[config.mk]
export PLATFORM = sky130hd
export DESIGN_NAME = alu_sched_flat
export DESIGN_NICKNAME = d
export VERILOG_FILES = /design/src/rtl/alu_sched_if.sv /design/src/rtl/alu_sched.sv /design/src/flat_wrapper.sv
export SDC_FILE = /design/constraint.sdc
export NUM_CORES = 1
export LEC_CHECK = 0
export ABC_AREA = 0
export BUFFER_PORTS_ARGS = -buffer_cell sky130_fd_sc_hd__buf_4
export CAP_MARGIN = 20
export CORE_ASPECT_RATIO = 0.8
export CORE_MARGIN = 1.5
export CORE_UTILIZATION = 25
export DETAILED_ROUTE_END_ITERATION = 8
export GPL_TIMING_DRIVEN = 1
export SLEW_MARGIN = 0
export SYNTH_ARGS = -nofsm -noshare
export SYNTH_HDL_FRONTEND = slang
export SYNTH_SLANG_ARGS = --single-unit
[constraint.sdc]
create_clock -name clk -period 3.53 [get_ports clk]
set_clock_uncertainty 0.2 [all_clocks]
set_input_delay 0.1765 -clock clk [delete_from_list [all_inputs] [get_ports clk]]
set_output_delay 0.1765 -clock clk [all_outputs]
set_load 0.02 [all_outputs]
[src/rtl/alu_sched_if.sv]
// Bundle of requester, shared-ALU and response signals around alu_sched.
// slave is the scheduler's view; master is the surrounding system's view.
interface alu_sched_if;
  logic        req0_valid;
  logic        req0_ready;
  logic [4:0]  req0_op;
  logic [63:0] req0_a;
  logic [63:0] req0_b;
  logic        req1_valid;
  logic        req1_ready;
  logic [4:0]  req1_op;
  logic [63:0] req1_a;
  logic [63:0] req1_b;
  logic [4:0]  alu_op;
  logic [63:0] alu_a;
  logic [63:0] alu_b;
  logic        alu_pass;
  logic [3:0]  alu_state;
  logic [63:0] alu_res;
  logic        alu_error;
  logic        rsp_valid;
  logic        rsp_id;
  logic [63:0] rsp_data;
  logic        rsp_error;
  logic        rsp_ready;
  logic        busy;

  modport slave (
    input  req0_valid, req0_op, req0_a, req0_b,
    input  req1_valid, req1_op, req1_a, req1_b,
    input  alu_res, alu_error, rsp_ready,
    output req0_ready, req1_ready,
    output alu_op, alu_a, alu_b, alu_pass, alu_state,
    output rsp_valid, rsp_id, rsp_data, rsp_error, busy
  );

  modport master (
    output req0_valid, req0_op, req0_a, req0_b,
    output req1_valid, req1_op, req1_a, req1_b,
    output alu_res, alu_error, rsp_ready,
    input  req0_ready, req1_ready,
    input  alu_op, alu_a, alu_b, alu_pass, alu_state,
    input  rsp_valid, rsp_id, rsp_data, rsp_error, busy
  );
endinterface

[src/rtl/alu_sched.sv]
// Two-requester round-robin scheduler in front of a shared multi-cycle ALU.
// state | meaning
// IDLE  | waiting for a request; ready is offered to the granted requester
// EXEC  | ALU running the latched op; counter counts down to capture
// RESP  | response held on rsp_* until the consumer takes it
module alu_sched #(
  parameter int unsigned MUL_LAT = 2,
  parameter int unsigned DIV_LAT = 4
) (
  input logic       clk,
  input logic       rst_n,
  alu_sched_if.slave bus
);
  typedef enum logic [1:0] {S_IDLE, S_EXEC, S_RESP} state_t;

  localparam logic [3:0] MUL_LD = 4'(MUL_LAT - 1);
  localparam logic [3:0] DIV_LD = 4'(DIV_LAT - 1);

  state_t      state;
  logic        last_grant;
  logic [3:0]  cnt;
  logic [4:0]  op_q;
  logic [63:0] a_q;
  logic [63:0] b_q;
  logic        id_q;
  logic        rsp_valid_q;
  logic [63:0] data_q;
  logic        err_q;
  logic        busy_q;
  logic [3:0]  alu_state_q;

  logic        grant1;
  logic        ready0;
  logic        ready1;
  logic        accept;
  logic [4:0]  acc_op;
  logic [63:0] acc_a;
  logic [63:0] acc_b;

  function automatic logic is_legal(input logic [4:0] op);
    return (op <= 5'h0D) || (op == 5'h17) || (op >= 5'h19 && op <= 5'h1C);
  endfunction

  function automatic logic [3:0] load_of(input logic [4:0] op);
    case (op)
      5'h04, 5'h1B: return MUL_LD;
      5'h05, 5'h1C: return DIV_LD;
      default:      return 4'd0;
    endcase
  endfunction

  // req1 wins only when alone or when req0 took the previous grant
  assign grant1 = bus.req1_valid && (!bus.req0_valid || !last_grant);
  assign ready0 = (state == S_IDLE) && bus.req0_valid && !grant1;
  assign ready1 = (state == S_IDLE) && grant1;
  assign accept = ready0 || ready1;
  assign acc_op = grant1 ? bus.req1_op : bus.req0_op;
  assign acc_a  = grant1 ? bus.req1_a  : bus.req0_a;
  assign acc_b  = grant1 ? bus.req1_b  : bus.req0_b;

  always_ff @(posedge clk or negedge rst_n) begin
    if (!rst_n) begin
      state       <= S_IDLE;
      last_grant  <= 1'b1;
      cnt         <= 4'd0;
      op_q        <= 5'd0;
      a_q         <= 64'd0;
      b_q         <= 64'd0;
      id_q        <= 1'b0;
      rsp_valid_q <= 1'b0;
      data_q      <= 64'd0;
      err_q       <= 1'b0;
      busy_q      <= 1'b0;
      alu_state_q <= 4'd0;
    end else begin
      case (state)
        S_IDLE: begin
          if (accept) begin
            last_grant <= grant1;
            id_q       <= grant1;
            op_q       <= acc_op;
            a_q        <= acc_a;
            b_q        <= acc_b;
            busy_q     <= 1'b1;
            if (is_legal(acc_op)) begin
              state       <= S_EXEC;
              cnt         <= load_of(acc_op);
              alu_state_q <= 4'b0010;
            end else begin
              state       <= S_RESP;
              rsp_valid_q <= 1'b1;
              data_q      <= 64'd0;
              err_q       <= 1'b1;
            end
          end
        end
        S_EXEC: begin
          if (cnt == 4'd0) begin
            state       <= S_RESP;
            rsp_valid_q <= 1'b1;
            data_q      <= bus.alu_res;
            err_q       <= bus.alu_error;
            alu_state_q <= 4'd0;
          end else begin
            cnt <= cnt - 4'd1;
          end
        end
        S_RESP: begin
          if (bus.rsp_ready) begin
            state       <= S_IDLE;
            rsp_valid_q <= 1'b0;
            busy_q      <= 1'b0;
          end
        end
        default: state <= S_IDLE;
      endcase
    end
  end

  assign bus.req0_ready = ready0;
  assign bus.req1_ready = ready1;
  assign bus.alu_op     = op_q;
  assign bus.alu_a      = a_q;
  assign bus.alu_b      = b_q;
  assign bus.alu_pass   = 1'b0;
  assign bus.alu_state  = alu_state_q;
  assign bus.rsp_valid  = rsp_valid_q;
  assign bus.rsp_id     = id_q;
  assign bus.rsp_data   = data_q;
  assign bus.rsp_error  = err_q;
  assign bus.busy       = busy_q;
endmodule

[src/flat_wrapper.sv]
// flat-port wrapper written by rule: the top's interface ports become plain ports
module alu_sched_flat 
#(
  parameter int unsigned MUL_LAT = 2,
  parameter int unsigned DIV_LAT = 4
)
  (clk, rst_n, bus_req0_valid, bus_req0_op, bus_req0_a, bus_req0_b, bus_req1_valid, bus_req1_op, bus_req1_a, bus_req1_b, bus_alu_res, bus_alu_error, bus_rsp_ready, bus_req0_ready, bus_req1_ready, bus_alu_op, bus_alu_a, bus_alu_b, bus_alu_pass, bus_alu_state, bus_rsp_valid, bus_rsp_id, bus_rsp_data, bus_rsp_error, bus_busy);
  alu_sched_if bus_i ();
  input logic clk;
  input logic rst_n;
  input wire logic [$bits(bus_i.req0_valid)-1:0] bus_req0_valid;
  input wire logic [$bits(bus_i.req0_op)-1:0] bus_req0_op;
  input wire logic [$bits(bus_i.req0_a)-1:0] bus_req0_a;
  input wire logic [$bits(bus_i.req0_b)-1:0] bus_req0_b;
  input wire logic [$bits(bus_i.req1_valid)-1:0] bus_req1_valid;
  input wire logic [$bits(bus_i.req1_op)-1:0] bus_req1_op;
  input wire logic [$bits(bus_i.req1_a)-1:0] bus_req1_a;
  input wire logic [$bits(bus_i.req1_b)-1:0] bus_req1_b;
  input wire logic [$bits(bus_i.alu_res)-1:0] bus_alu_res;
  input wire logic [$bits(bus_i.alu_error)-1:0] bus_alu_error;
  input wire logic [$bits(bus_i.rsp_ready)-1:0] bus_rsp_ready;
  output wire logic [$bits(bus_i.req0_ready)-1:0] bus_req0_ready;
  output wire logic [$bits(bus_i.req1_ready)-1:0] bus_req1_ready;
  output wire logic [$bits(bus_i.alu_op)-1:0] bus_alu_op;
  output wire logic [$bits(bus_i.alu_a)-1:0] bus_alu_a;
  output wire logic [$bits(bus_i.alu_b)-1:0] bus_alu_b;
  output wire logic [$bits(bus_i.alu_pass)-1:0] bus_alu_pass;
  output wire logic [$bits(bus_i.alu_state)-1:0] bus_alu_state;
  output wire logic [$bits(bus_i.rsp_valid)-1:0] bus_rsp_valid;
  output wire logic [$bits(bus_i.rsp_id)-1:0] bus_rsp_id;
  output wire logic [$bits(bus_i.rsp_data)-1:0] bus_rsp_data;
  output wire logic [$bits(bus_i.rsp_error)-1:0] bus_rsp_error;
  output wire logic [$bits(bus_i.busy)-1:0] bus_busy;
  assign bus_i.req0_valid = bus_req0_valid;
  assign bus_i.req0_op = bus_req0_op;
  assign bus_i.req0_a = bus_req0_a;
  assign bus_i.req0_b = bus_req0_b;
  assign bus_i.req1_valid = bus_req1_valid;
  assign bus_i.req1_op = bus_req1_op;
  assign bus_i.req1_a = bus_req1_a;
  assign bus_i.req1_b = bus_req1_b;
  assign bus_i.alu_res = bus_alu_res;
  assign bus_i.alu_error = bus_alu_error;
  assign bus_i.rsp_ready = bus_rsp_ready;
  assign bus_req0_ready = bus_i.req0_ready;
  assign bus_req1_ready = bus_i.req1_ready;
  assign bus_alu_op = bus_i.alu_op;
  assign bus_alu_a = bus_i.alu_a;
  assign bus_alu_b = bus_i.alu_b;
  assign bus_alu_pass = bus_i.alu_pass;
  assign bus_alu_state = bus_i.alu_state;
  assign bus_rsp_valid = bus_i.rsp_valid;
  assign bus_rsp_id = bus_i.rsp_id;
  assign bus_rsp_data = bus_i.rsp_data;
  assign bus_rsp_error = bus_i.rsp_error;
  assign bus_busy = bus_i.busy;
  alu_sched #(.MUL_LAT(MUL_LAT), .DIV_LAT(DIV_LAT)) u_core (.clk(clk), .rst_n(rst_n), .bus(bus_i));
endmodule
Word level (Yosys, flattened, before mapping)
Cells that the tools add are included. Widths: inputs -> output; s select.

Bits in registers: 212. Input bits: 336. Output and inout port bits: 208.

$add $sub $neg: 1. Magnitude comparators: 3. Eq/ne operators: 13. Muxes and demuxes: 30. Reduce and logical (&&, ||, !) cells: 26.

Operator list (count): $mux 64 (5); $pmux 64 s2 (1); $mux 4 (6); $pmux 4 s2 (2); $eq 5x5->1 const B (3); $reduce_and 4->1 (3); $eq 5x3->1 const B (2); $mux 2 (4); $ne 2x2->1 const B (4); $mux 1 (6); $pmux 2 s3 (1); $reduce_and 3->1 (2); $ge 5x5->1 const B (1); $le 5x4->1 const B (1); $le 5x5->1 const B (1); $logic_and 1x1->1 (5); $mux 5 (1); $reduce_and 5->1 (1); $logic_not 4->1 (1); $logic_or 1x1->1 (4); $ne 2x1->1 const B (2); $pmux 1 s2 (2); $pmux 2 s2 (1); $reduce_bool 2->1 (2); other kinds (9) (12).

Longest topological paths before layout
Gate-level depths: netlist (run 1).

Depth in word-level cells: 10. Depth in mapped cells: 9. Gate-level depth less buffers: 7.

Least setup slack after synthesis (run 1)
OpenSTA, ideal clock, no wires.

Path type: reg2reg. Start point: register u_core.last_grant. End point: register u_core.data_q[13], in the netlist u_core.bus.rsp_data[13]. Arrival time: 2204 ps. Setup slack: 1000 ps. Stages on the path, launching flop included: 9. Buffers on the path: 3. Cells stage by stage: dfstp_2 a21boi_1 or4_1 buf_2 a21o_1 buf_6 buf_6 and3_1 a311o_1.

Word-level cells in the longest chain between the ends: 9. Elaborated cells on any way between the ends: 18. Classes of those cells: order compare: 3; eq/ne: 3; mux: 1; reduce/logical: 11.

RTL lines: from (decl) (RTL line alu_sched.sv:20) `logic last_grant;`; from (signal assigned) (RTL line alu_sched.sv:79) `last_grant <= grant1;`; $logic_not 1->1 * (RTL line alu_sched.sv:53) `assign grant1 = bus.req1_valid && (!bus.req0_valid || !last_grant);`; $logic_or 1x1->1 * (RTL line alu_sched.sv:53); $logic_and 1x1->1 * (RTL line alu_sched.sv:53); $mux 5 (RTL line alu_sched.sv:57) `assign acc_op = grant1 ? bus.req1_op : bus.req0_op;`; $le 5x4->1 (tied with other cells) (RTL line alu_sched.sv:41) `return (op <= 5'h0D) || (op == 5'h17) || (op >= 5'h19 && op <= 5'h1C);`; $logic_or 1x1->1 / $logic_and 1x1->1 (equally long branches) (RTL line alu_sched.sv:41); $logic_or 1x1->1 (RTL line alu_sched.sv:41); $ne 2x2->1 (no line); $reduce_and 4->1 (no line) *; to (signal assigned) (RTL line alu_sched.sv:101) `data_q <= bus.alu_res;`; to (decl) (RTL line alu_sched.sv:27) `logic [63:0] data_q;`.

Mark *: on every way between the ends. The rest lies on a longest branch, timed or not. A chain may end at the register's enable or synchronous reset.

Final worst setup path (run 1)
Start point: input bus_req1_valid. End point: register u_core.b_q[33], in the netlist u_core.bus.alu_b[33].

Word-level cells in the longest chain between the ends: 5. Elaborated cells on any way between the ends: 7. Classes of those cells: mux: 1; reduce/logical: 6.

RTL lines: from (decl) (RTL line flat_wrapper.sv:15) `input wire logic [$bits(bus_i.req1_valid)-1:0] bus_req1_valid;`; $logic_and 1x1->1 * (RTL line alu_sched.sv:53); $logic_not 1->1 (RTL line alu_sched.sv:54) `assign ready0 = (state == S_IDLE) && bus.req0_valid && !grant1;`; $logic_and 1x1->1 (RTL line alu_sched.sv:54); $logic_or 1x1->1 (RTL line alu_sched.sv:56) `assign accept = ready0 || ready1;`; $reduce_and 2->1 (no line); to (signal assigned) (RTL line alu_sched.sv:68) `b_q <= 64'd0;`; to (signal assigned) (RTL line alu_sched.sv:83) `b_q <= acc_b;`; to (decl) (RTL line alu_sched.sv:24) `logic [63:0] b_q;`.

Marks and branches as above.

==> results.toml, run 1 <==
[critical_path]
timing.setup.critical_path_class = "in2reg"
critPathBufInv = 4
timing.rr.end = "u_core.bus.alu_b[33]"
crit_chain = "dlygate4sd3_1 -> buf_4 -> a21boi_4 -> buf_12 -> mux2i_1 -> dlygate4sd3_1 -> o21ai_0"
critical_path_arrival_ns = 3.13
critPathLaunchType = "primary input"
reg2reg_depth = 5
slowest_delay_ns = 0.64
end_kind = "register"
cp_top_family = "buffers and inverters"
r2r_setup_slack_ns = 0.61
cp.required_ns = 3.70
cp_max_fo = 139
rr_startpoint = "u_core.last_grant"
worst_path_max_delay_cell = "buf_12"
critical_path.most_common_cell = "dlygate4sd3_1"

[yosys]
seq_area_frac_synth_pct = 51.29
avgSynthCellArea_sq_um = 10.21
async_flop_share_pct = 100.0
synth_edf_count = 0
yosys.area.top_type = "dfrtp_1"
synthFlopType = "dfrtp_1"
synth_seq_cells = 209
synth_area_leaders = "dfrtp_1, mux2i_1, and3_1"
syn_inst = 999
netlist_area_sq_um = 10200
synth_top_area_share_pct = 51.04
synth.distinct_cells = 45
yosys_warnings = 0

[floorplan]
dieArea_sq_um = 42020
die_h_microns = 183.7
io_pins = 544
die_x_microns = 228.8
rows = 65
start_util_pct = 25.59
coreArea_sq_um = 39850

[global_route]
grt_max_degree = 267
grt_pass1_vias = 11807
overflow = 0
grt_usage_pct = 19.44
antenna_found_initial = 7
grt_pass1_wl_microns = 65480

[detailed_routing]
drt_wl_total_microns = 42560
drt.antenna.violating_nets = 0
vias = 11180
first_pass_iters = 5
wl_per_cell_microns = 17.85
drc = 0
drt-vias-per-instance = 4.688
drt_iter0_drc = 628

[sta]
totalNegativeSetupSlack_ns = 0
slew_viol_final = 0
tightest_slew_ns = 1.058
max_slew_margin_pct = 29.47
rsz0062_at_grt = "false"
fin_crit_sh_pct = 83.95
hold_viol_final = 0
timing.fmax_mhz = 337.5
finalCriticalPeriod_ns = 2.963
finalSetupViolations = 0

[placed_design]
hpwl_microns = 27410
gp_congestion = 0.8761
io_buffers = 539

[clock_network]
cts.clk_slew.worst_paths_ns = 0.06
cts.path.max_buffers = 3
root_buffer = "clkbuf_16"
cts_made_buffers = 25
clk_latency_ns = 0.53
cts_tree = "done"
cts_setup_buffers = 0
clkSinkCount = 209
htreeDepth = 1

[final_layout]
regArea_sq_um = 5231
final_common_cell = "buf_4"
mostFrequentLayoutCells = "buf_4, dlygate4sd3_1, dfrtp_1"
multiInputGateArea_sq_um = 4594
area_delta_synth_final_pct = 85.30
final_layout_size_suffix_gt1_share_pct = 32.54
fillers = 3589
final_nets = 2167

[run]
drv_cap = 0

[run_status]
status = "finished clean"

[min_path]
min_path_type = "in2async"

[power_and_ir_drop]
vdd_drop_max_uv = 606.3
power_mw = 14.28
cellPowerDensity_nw_per_um2 = 755.6
power_leakage_nw = 9.483
## Yosys cell counts (2+ instances only)
cell type and count:
dfrtp_1 208, nand2_1 148, o21ai_0 143, mux2i_1 134, and3_1 129, clkbuf_1 66, a311o_1 64, nor2_1 14
buf_1 9, buf_2 8, nand3_1 8, a21oi_1 7, inv_1 7, ha_1 5, buf_4 4, buf_6 4
and2_1 3, nand3b_1 3, nor3_1 3, or4_1 3, a21o_1 2, nand2b_1 2, nor3b_1 2, o211ai_1 2
## timing repair
| action | in CTS | in global routing |
|---|---|---|
| hold buffers | 338 | 0 |
| gates resized for setup | 0 | 0 |
| endpoints found under the hold margin | 413 | 0 |
## per-stage QoR
stage               area (sq um)  std cells  setup WS, ns  util [%]  hold WS, ns
floorplan                  10210       1002        0.9996         -      -0.3191
global placement           14720       1997        0.5667     36.94      0.01175
detailed placement         14720       1997        0.5438     36.94     0.005601
CTS                        18890       2380        0.5782     47.39      0.01943
global route               18890       2383        0.4229     47.41      0.06831
finish                     18900       2385        0.5667     47.42      0.02770
## worst register-to-register path, delay by kind of cell (launching register included)
kind | cells | cell delay [ns]
muxes | 1 | 0.62
DFF | 1 | 0.39
AOI/OAI and AO/OA | 2 | 0.29
buffers and inverters | 2 | 1.27
## area by class of cell
cell class                 instances  share of cell area [%]
sequential                       209                   27.68
antenna                            5                 0.06621
inverter                           7                  0.1390
multi-input combinational        695                   24.31
tap                              536                   3.549
timing repair buffer             888                   40.12
clock buffer                      34                   3.648
clock inverter                    11                  0.4833
## where the power goes
| part | internal (mW) | switching, mW | leakage, nW |
|---|---|---|---|
| Clock | 1.44 | 1.07 | 0.379 |
| Sequential | 3.55 | 0.719 | 2.63 |
| Combinational | 3.24 | 4.26 | 6.47 |
## sequential cells by signal, indices dropped and copies added, names as in the netlist, 2 cells and up
register and flops:
u_core.state 2, u_core.bus.alu_b 64, u_core.bus.alu_op 5, u_core.cnt 4
u_core.bus.rsp_data 64, u_core.bus.alu_a 64
## per-layer routing
layer | global-route usage (%) | vias up | wire length, microns
met3 | 5.149 | 110 | 2752
met1 | 22.61 | 5426 | 16810
met2 | 33.73 | 374 | 21110
li1 | - | 5264 | -
met4 | 8.658 | 6 | 1852
met5 | 0 | - | 36
## how the worst max path moves through the flow
stage,startpoint,end,slack (ns),depth (start not counted)
finish,bus_req1_valid,u_core.bus.alu_b[33],0.57,7
global route,bus_req1_valid,u_core.bus.alu_b[33],0.42,7
CTS,bus_req1_valid,bus_req1_ready,0.58,6
detailed placement,bus_req0_op[2],u_core.bus.rsp_data[50],0.54,8
global placement,bus_req0_op[2],u_core.bus.rsp_data[47],0.57,8
floorplan,u_core.last_grant,u_core.bus.rsp_data[13],1.0,8
## cells by family after synthesis
group | count (synthesis) | synth area share [%]
and+or+nand+nor | 319 | 15.61
muxes | 135 | 13.26
xor gates and xnor gates | 1 | 0.08589
buffers and inverters | 98 | 4.147
DFF | 209 | 51.29
adders and majority gates | 5 | 0.6134
other | 1 | 0.03677
AOI/OAI and AO/OA | 231 | 14.96
(Power assumes the default switching activity.)
==> run 2: changes to the inputs <==
==> constraint.sdc (replaced) <==
create_clock -name clk -period 2.7 [get_ports clk]
set_clock_uncertainty 0.2 [all_clocks]
set_input_delay 0.135 -clock clk [delete_from_list [all_inputs] [get_ports clk]]
set_output_delay 0.135 -clock clk [all_outputs]
set_load 0.02 [all_outputs]
==> results.toml, run 2 (synthesis results as in run 1) <==
[run_status]
status = "finished, violations left"
failed_checks = "negative setup slack"

[min_path]
min_path_type = "in2reg"
hold-path-endpoint = "u_core.cnt[1]"
min-delay-start = "bus_req0_op[3]"
whs_path_depth = 6

[global_route]
grt_pass1_wl_microns = 65900
antenna_found_initial = 10
overflow = 0
grt_max_degree = 149
grt_usage_pct = 19.68
grt_pass1_vias = 11905

[clock_network]
cts_tree = "done"
htreeDepth = 1
clk_latency_ns = 0.54
clkSinkCount = 209
cts.path.max_buffers = 3
cts.clk_slew.worst_paths_ns = 0.06
root_buffer = "clkbuf_16"
cts_made_buffers = 25
cts_setup_buffers = 0

[final_layout]
regArea_sq_um = 5231
final_layout_size_suffix_gt1_share_pct = 33.30
multiInputGateArea_sq_um = 4598
layout.cells.non_filler = 2404
fillers = 3629
mostFrequentLayoutCells = "buf_4, dlygate4sd3_1, dfrtp_1"
final_nets = 2184
area_delta_synth_final_pct = 88.47
final_common_cell = "buf_4"

[sta]
fin_crit_sh_pct = 100.4
finalSetupViolations = 1
timing.fmax_mhz = 368.8
rsz0062_at_grt = "true"
hold_slack_ns = 0.05401
tightest_slew_ns = 0.9378
slew_viol_final = 0
finalCriticalPeriod_ns = 2.712
setup_slack_ns = -0.01183
hold_viol_final = 0
max_slew_margin_pct = 37.48

[run]
drv_cap = 0

[power_and_ir_drop]
power_leakage_nw = 9.653
intPower_mw = 11.22
seq_power_share_pct = 29.2
p_switching_mw = 7.956
vdd_drop_max_uv = 506.6
p_sw_share_pct = 41.49
power_mw = 19.18
p_clk_share_pct = 18.7
cellPowerDensity_nw_per_um2 = 997.7
p_comb_share_pct = 52.2

[floorplan]
io_pins = 544
start_util_pct = 25.59
rows = 65
die_h_microns = 183.7
coreArea_sq_um = 39850
die_x_microns = 228.8
dieArea_sq_um = 42020

[critical_path]
slowest_delay_ns = 0.63
crit_chain = "a21boi_4 -> clkbuf_16 -> mux2i_1 -> dlygate4sd3_1 -> o21ai_0"
end_kind = "register"
critPathLaunchType = "register"
critical_path_arrival_ns = 2.92
critPathBufInv = 2
cp.required_ns = 2.90
timing.rr.end = "u_core.bus.alu_b[22]"
cp_max_fo = 115
reg2reg_depth = 5
rr_startpoint = "u_core.last_grant"
cp_top_family = "buffers and inverters"
r2r_setup_slack_ns = -0.01
timing.setup.critical_path_class = "reg2reg"
worst_path_max_delay_cell = "dlygate4sd3_1"

[detailed_routing]
first_pass_iters = 5
drt-vias-per-instance = 4.668
drt.antenna.violating_nets = 0
wl_per_cell_microns = 17.85
drc = 0
vias = 11223
drt_iter0_drc = 595
drt_wl_total_microns = 42910

[placed_design]
io_buffers = 539
gp_congestion = 0.8775
hpwl_microns = 28460
placed_cells = 2013
## run 2: changes by cell type in the layout (fill, tap and decap cells not counted), moves of 2 or more
cell,change
buf_12,+7
buf_4,+9
bufinv_16,+2
clkbuf_8,+3
clkinv_2,-2
clkinvlp_4,-2
## run 2: repair_timing
action	in CTS	in global routing
endpoints found under the setup margin	0	5
hold endpoints to repair	414	0
gates resized for setup	0	3
hold buffers	339	0
## run 2: routing by layer
layer  part of all wire [%]  GRT usage, %
met5                   0.11             0
met4                    4.2         8.263
met3                    6.9         5.382
met2                     49         33.85
met1                     40         23.19
## run 2: per-stage QoR
| stage | setup slack, ns | util (%) | cell area [sq um] | TNS, ns |
|---|---|---|---|---|
| 3_5_place_dp | 0.04400 | 37.46 | 14930 | 0 |
| 3_3_place_gp | 0.1026 | 37.46 | 14930 | 0 |
| 4_1_cts | 0.006811 | 48.17 | 19200 | 0 |
| 5_1_grt | -0.05466 | 48.22 | 19220 | -0.1309 |
| 2_1_floorplan | 0.1696 | - | 10210 | 0 |
| 6_report | -0.01183 | 48.23 | 19220 | -0.01183 |
## run 2: cell type report
class / count / area share [%]
clock buffers: 36 / 3.782
multi-input cells: 695 / 23.92
clock inverters: 10 / 0.7161
well taps: 536 / 3.489
flip-flops and latches: 209 / 27.22
repair buffers: 905 / 40.66
inverters: 7 / 0.1367
diodes: 6 / 0.07811
## run 2: worst max-delay path by stage
stage | cells past startpoint | start | slack (ns) | to
final | 5 | u_core.last_grant | -0.01 | u_core.bus.alu_b[22]
after floorplan | 8 | u_core.last_grant | 0.17 | u_core.bus.rsp_data[13]
after global routing | 4 | u_core.last_grant | -0.05 | bus_req1_ready
after global placement | 8 | bus_req0_op[2] | 0.10 | u_core.bus.rsp_data[50]
after CTS | 4 | u_core.last_grant | 0.007 | bus_req1_ready
after detailed placement | 8 | bus_req0_op[2] | 0.04 | u_core.bus.rsp_data[22]
## run 2: worst register-to-register path: cells and delay by family (launching register included)
family | cells | cell delay (ns)
multiplexers | 1 | 0.64
buffers and inverters | 2 | 1.09
flip-flops | 1 | 0.39
AO/OA/AOI/OAI | 2 | 0.26
## run 2: power by group through the flow
| stage | logic (mW) | clock network [mW] | registers [mW] |
|---|---|---|---|
| CTS | 10.0 | 3.68 | 5.58 |
| global placement | 9.25 | 0 | 5.54 |
| global route | 10.7 | 3.83 | 5.79 |
| floorplan | 3.42 | 0 | 7.19 |
| finish | 10.0 | 3.58 | 5.59 |
| detailed placement | 9.37 | 0 | 5.60 |
==> run 3: changes to the inputs <==
--- a/config.mk
+++ b/config.mk
@@ -8,11 +8,15 @@
 export ABC_AREA = 0
 export BUFFER_PORTS_ARGS = -buffer_cell sky130_fd_sc_hd__buf_4
 export CAP_MARGIN = 20
+export CELL_PAD_IN_SITES_DETAIL_PLACEMENT = 0
+export CELL_PAD_IN_SITES_GLOBAL_PLACEMENT = 1
 export CORE_ASPECT_RATIO = 0.8
 export CORE_MARGIN = 1.5
 export CORE_UTILIZATION = 25
 export DETAILED_ROUTE_END_ITERATION = 8
 export GPL_TIMING_DRIVEN = 1
+export MAX_ROUTING_LAYER = met4
+export PLACE_DENSITY_LB_ADDON = 0.1
 export SLEW_MARGIN = 0
 export SYNTH_ARGS = -nofsm -noshare
 export SYNTH_HDL_FRONTEND = slang
==> results.toml, run 3 (synthesis results as in run 1) <==
[floorplan]
coreArea_sq_um = 39850
rows = 65
io_pins = 544
die_x_microns = 228.8
dieArea_sq_um = 42020
die_h_microns = 183.7
start_util_pct = 25.59

[clock_network]
cts.clk_slew.worst_paths_ns = 0.06
clkSinkCount = 209
cts.path.max_buffers = 3
htreeDepth = 1
cts_setup_buffers = 0
cts_tree = "done"
root_buffer = "clkbuf_16"
cts_made_buffers = 25
clk_latency_ns = 0.55

[detailed_routing]
drt_wl_total_microns = 42770
drc = 0
drt-vias-per-instance = 4.569
vias = 10994
first_pass_iters = 7
drt_iter0_drc = 543
wl_per_cell_microns = 17.78
drt.antenna.violating_nets = 0

[run]
drv_cap = 0

[critical_path]
cp_max_fo = 112
critPathLaunchType = "register"
timing.rr.end = "u_core.bus.alu_b[37]"
critical_path.endpoint = "u_core.bus.alu_b[37]"
rr_startpoint = "u_core.last_grant"
reg2reg_depth = 5
critical_path_arrival_ns = 2.78
end_kind = "register"
r2r_setup_slack_ns = 0.08
startpoint = "u_core.last_grant"
timing.setup.critical_path_class = "reg2reg"
cp.required_ns = 2.87

[global_route]
grt_max_degree = 267
grt_usage_pct = 20.30
antenna_found_initial = 3
grt_pass1_wl_microns = 65580
grt_pass1_vias = 11621
overflow = 0

[power_and_ir_drop]
cellPowerDensity_nw_per_um2 = 986.2
power_leakage_nw = 9.616
vdd_drop_max_uv = 682.7
power_mw = 18.83

[sta]
finalSetupViolations = 0
setup_slack_ns = 0.08490
tightest_slew_ns = 1.102
fin_crit_sh_pct = 96.86
hold_slack_ns = -0.06202
hold_viol_final = 1
finalCriticalPeriod_ns = 2.615
slew_viol_final = 0
rsz0062_at_grt = "true"
max_slew_margin_pct = 26.53
timing.fmax_mhz = 382.4

[placed_design]
io_buffers = 539
place_ws_ns = 0.04811
hpwl_microns = 29100
gp_congestion = 0.7864
place_area_sq_um = 14880

[final_layout]
multiInputGateArea_sq_um = 4593
final_area_sq_um = 19100
final_common_cell = "buf_4"
fillers = 3822
regArea_sq_um = 5231
final_layout_size_suffix_gt1_share_pct = 33.05
mostFrequentLayoutCells = "buf_4, dlygate4sd3_1, dfrtp_1"
area_delta_synth_final_pct = 87.24
final_nets = 2189

[run_status]
status = "finished, violations left"
failed_checks = "negative hold slack"

[min_path]
min_path_type = "in2reg"
run 3: worst min-delay path by stage:
stage	from	endpoint	slack [ns]	cells after the start
after global routing	bus_req1_b[14]	u_core.bus.alu_b[14]	0.008	4
after global placement	rst_n	u_core.bus.alu_a[46]	-0.04	1
final	bus_req1_b[14]	u_core.bus.alu_b[14]	-0.06	4
after floorplan	rst_n	u_core.bus.alu_a[0]	-0.36	0
after CTS	bus_alu_res[7]	u_core.bus.rsp_data[7]	0.15	3
after detailed placement	rst_n	u_core.bus.alu_a[46]	-0.05	1
run 3: cell type report:
| cell class | instances | share of cell area (%) |
|---|---|---|
| Clock inverter | 9 | 0.2817 |
| Sequential cell | 209 | 27.39 |
| Clock buffer | 37 | 3.774 |
| Inverter | 7 | 0.1376 |
| Multi-Input combinational cell | 695 | 24.05 |
| Antenna cell | 3 | 0.03931 |
| Timing Repair Buffer | 910 | 40.81 |
| Tap cell | 536 | 3.512 |
run 3: worst max-delay path, stage by stage, from the launching register on:
cell and delay (ns):
dfstp_2 0.39, a21boi_4 0.19, clkbuf_16 0.51, mux2i_1 0.30, dlygate4sd3_1 0.61, o21ai_0 0.08
run 3: power breakdown:
group	leakage (nW)	internal, mW	switching [mW]
registers	2.63	4.64	0.873
logic	6.60	4.36	5.68
clock network	0.381	1.85	1.42
run 3: timing repair:
item,4_1_cts,5_1_grt
hold buffers,341,1
hold endpoints to repair,413,1
gates resized for setup,0,5
endpoints found under the setup margin,0,49
run 3: layer usage:
| metal | vias up | track usage (%) | part of all wire (%) |
|---|---|---|---|
| met5 | - | - | 0 |
| met1 | 5271 | 24.01 | 41 |
| met3 | 60 | 4.746 | 6.6 |
| li1 | 5312 | - | - |
| met4 | 0 | 5.579 | 2.6 |
| met2 | 351 | 34.65 | 50 |
run 3: through the flow:
step	utilization [%]	std cells	TNS (ns)
global placement	37.33	2015	0
CTS	47.84	2402	0
global route	47.92	2406	-0.2709
floorplan	-	1002	0
detailed placement	37.33	2015	0
finish	47.92	2406	0
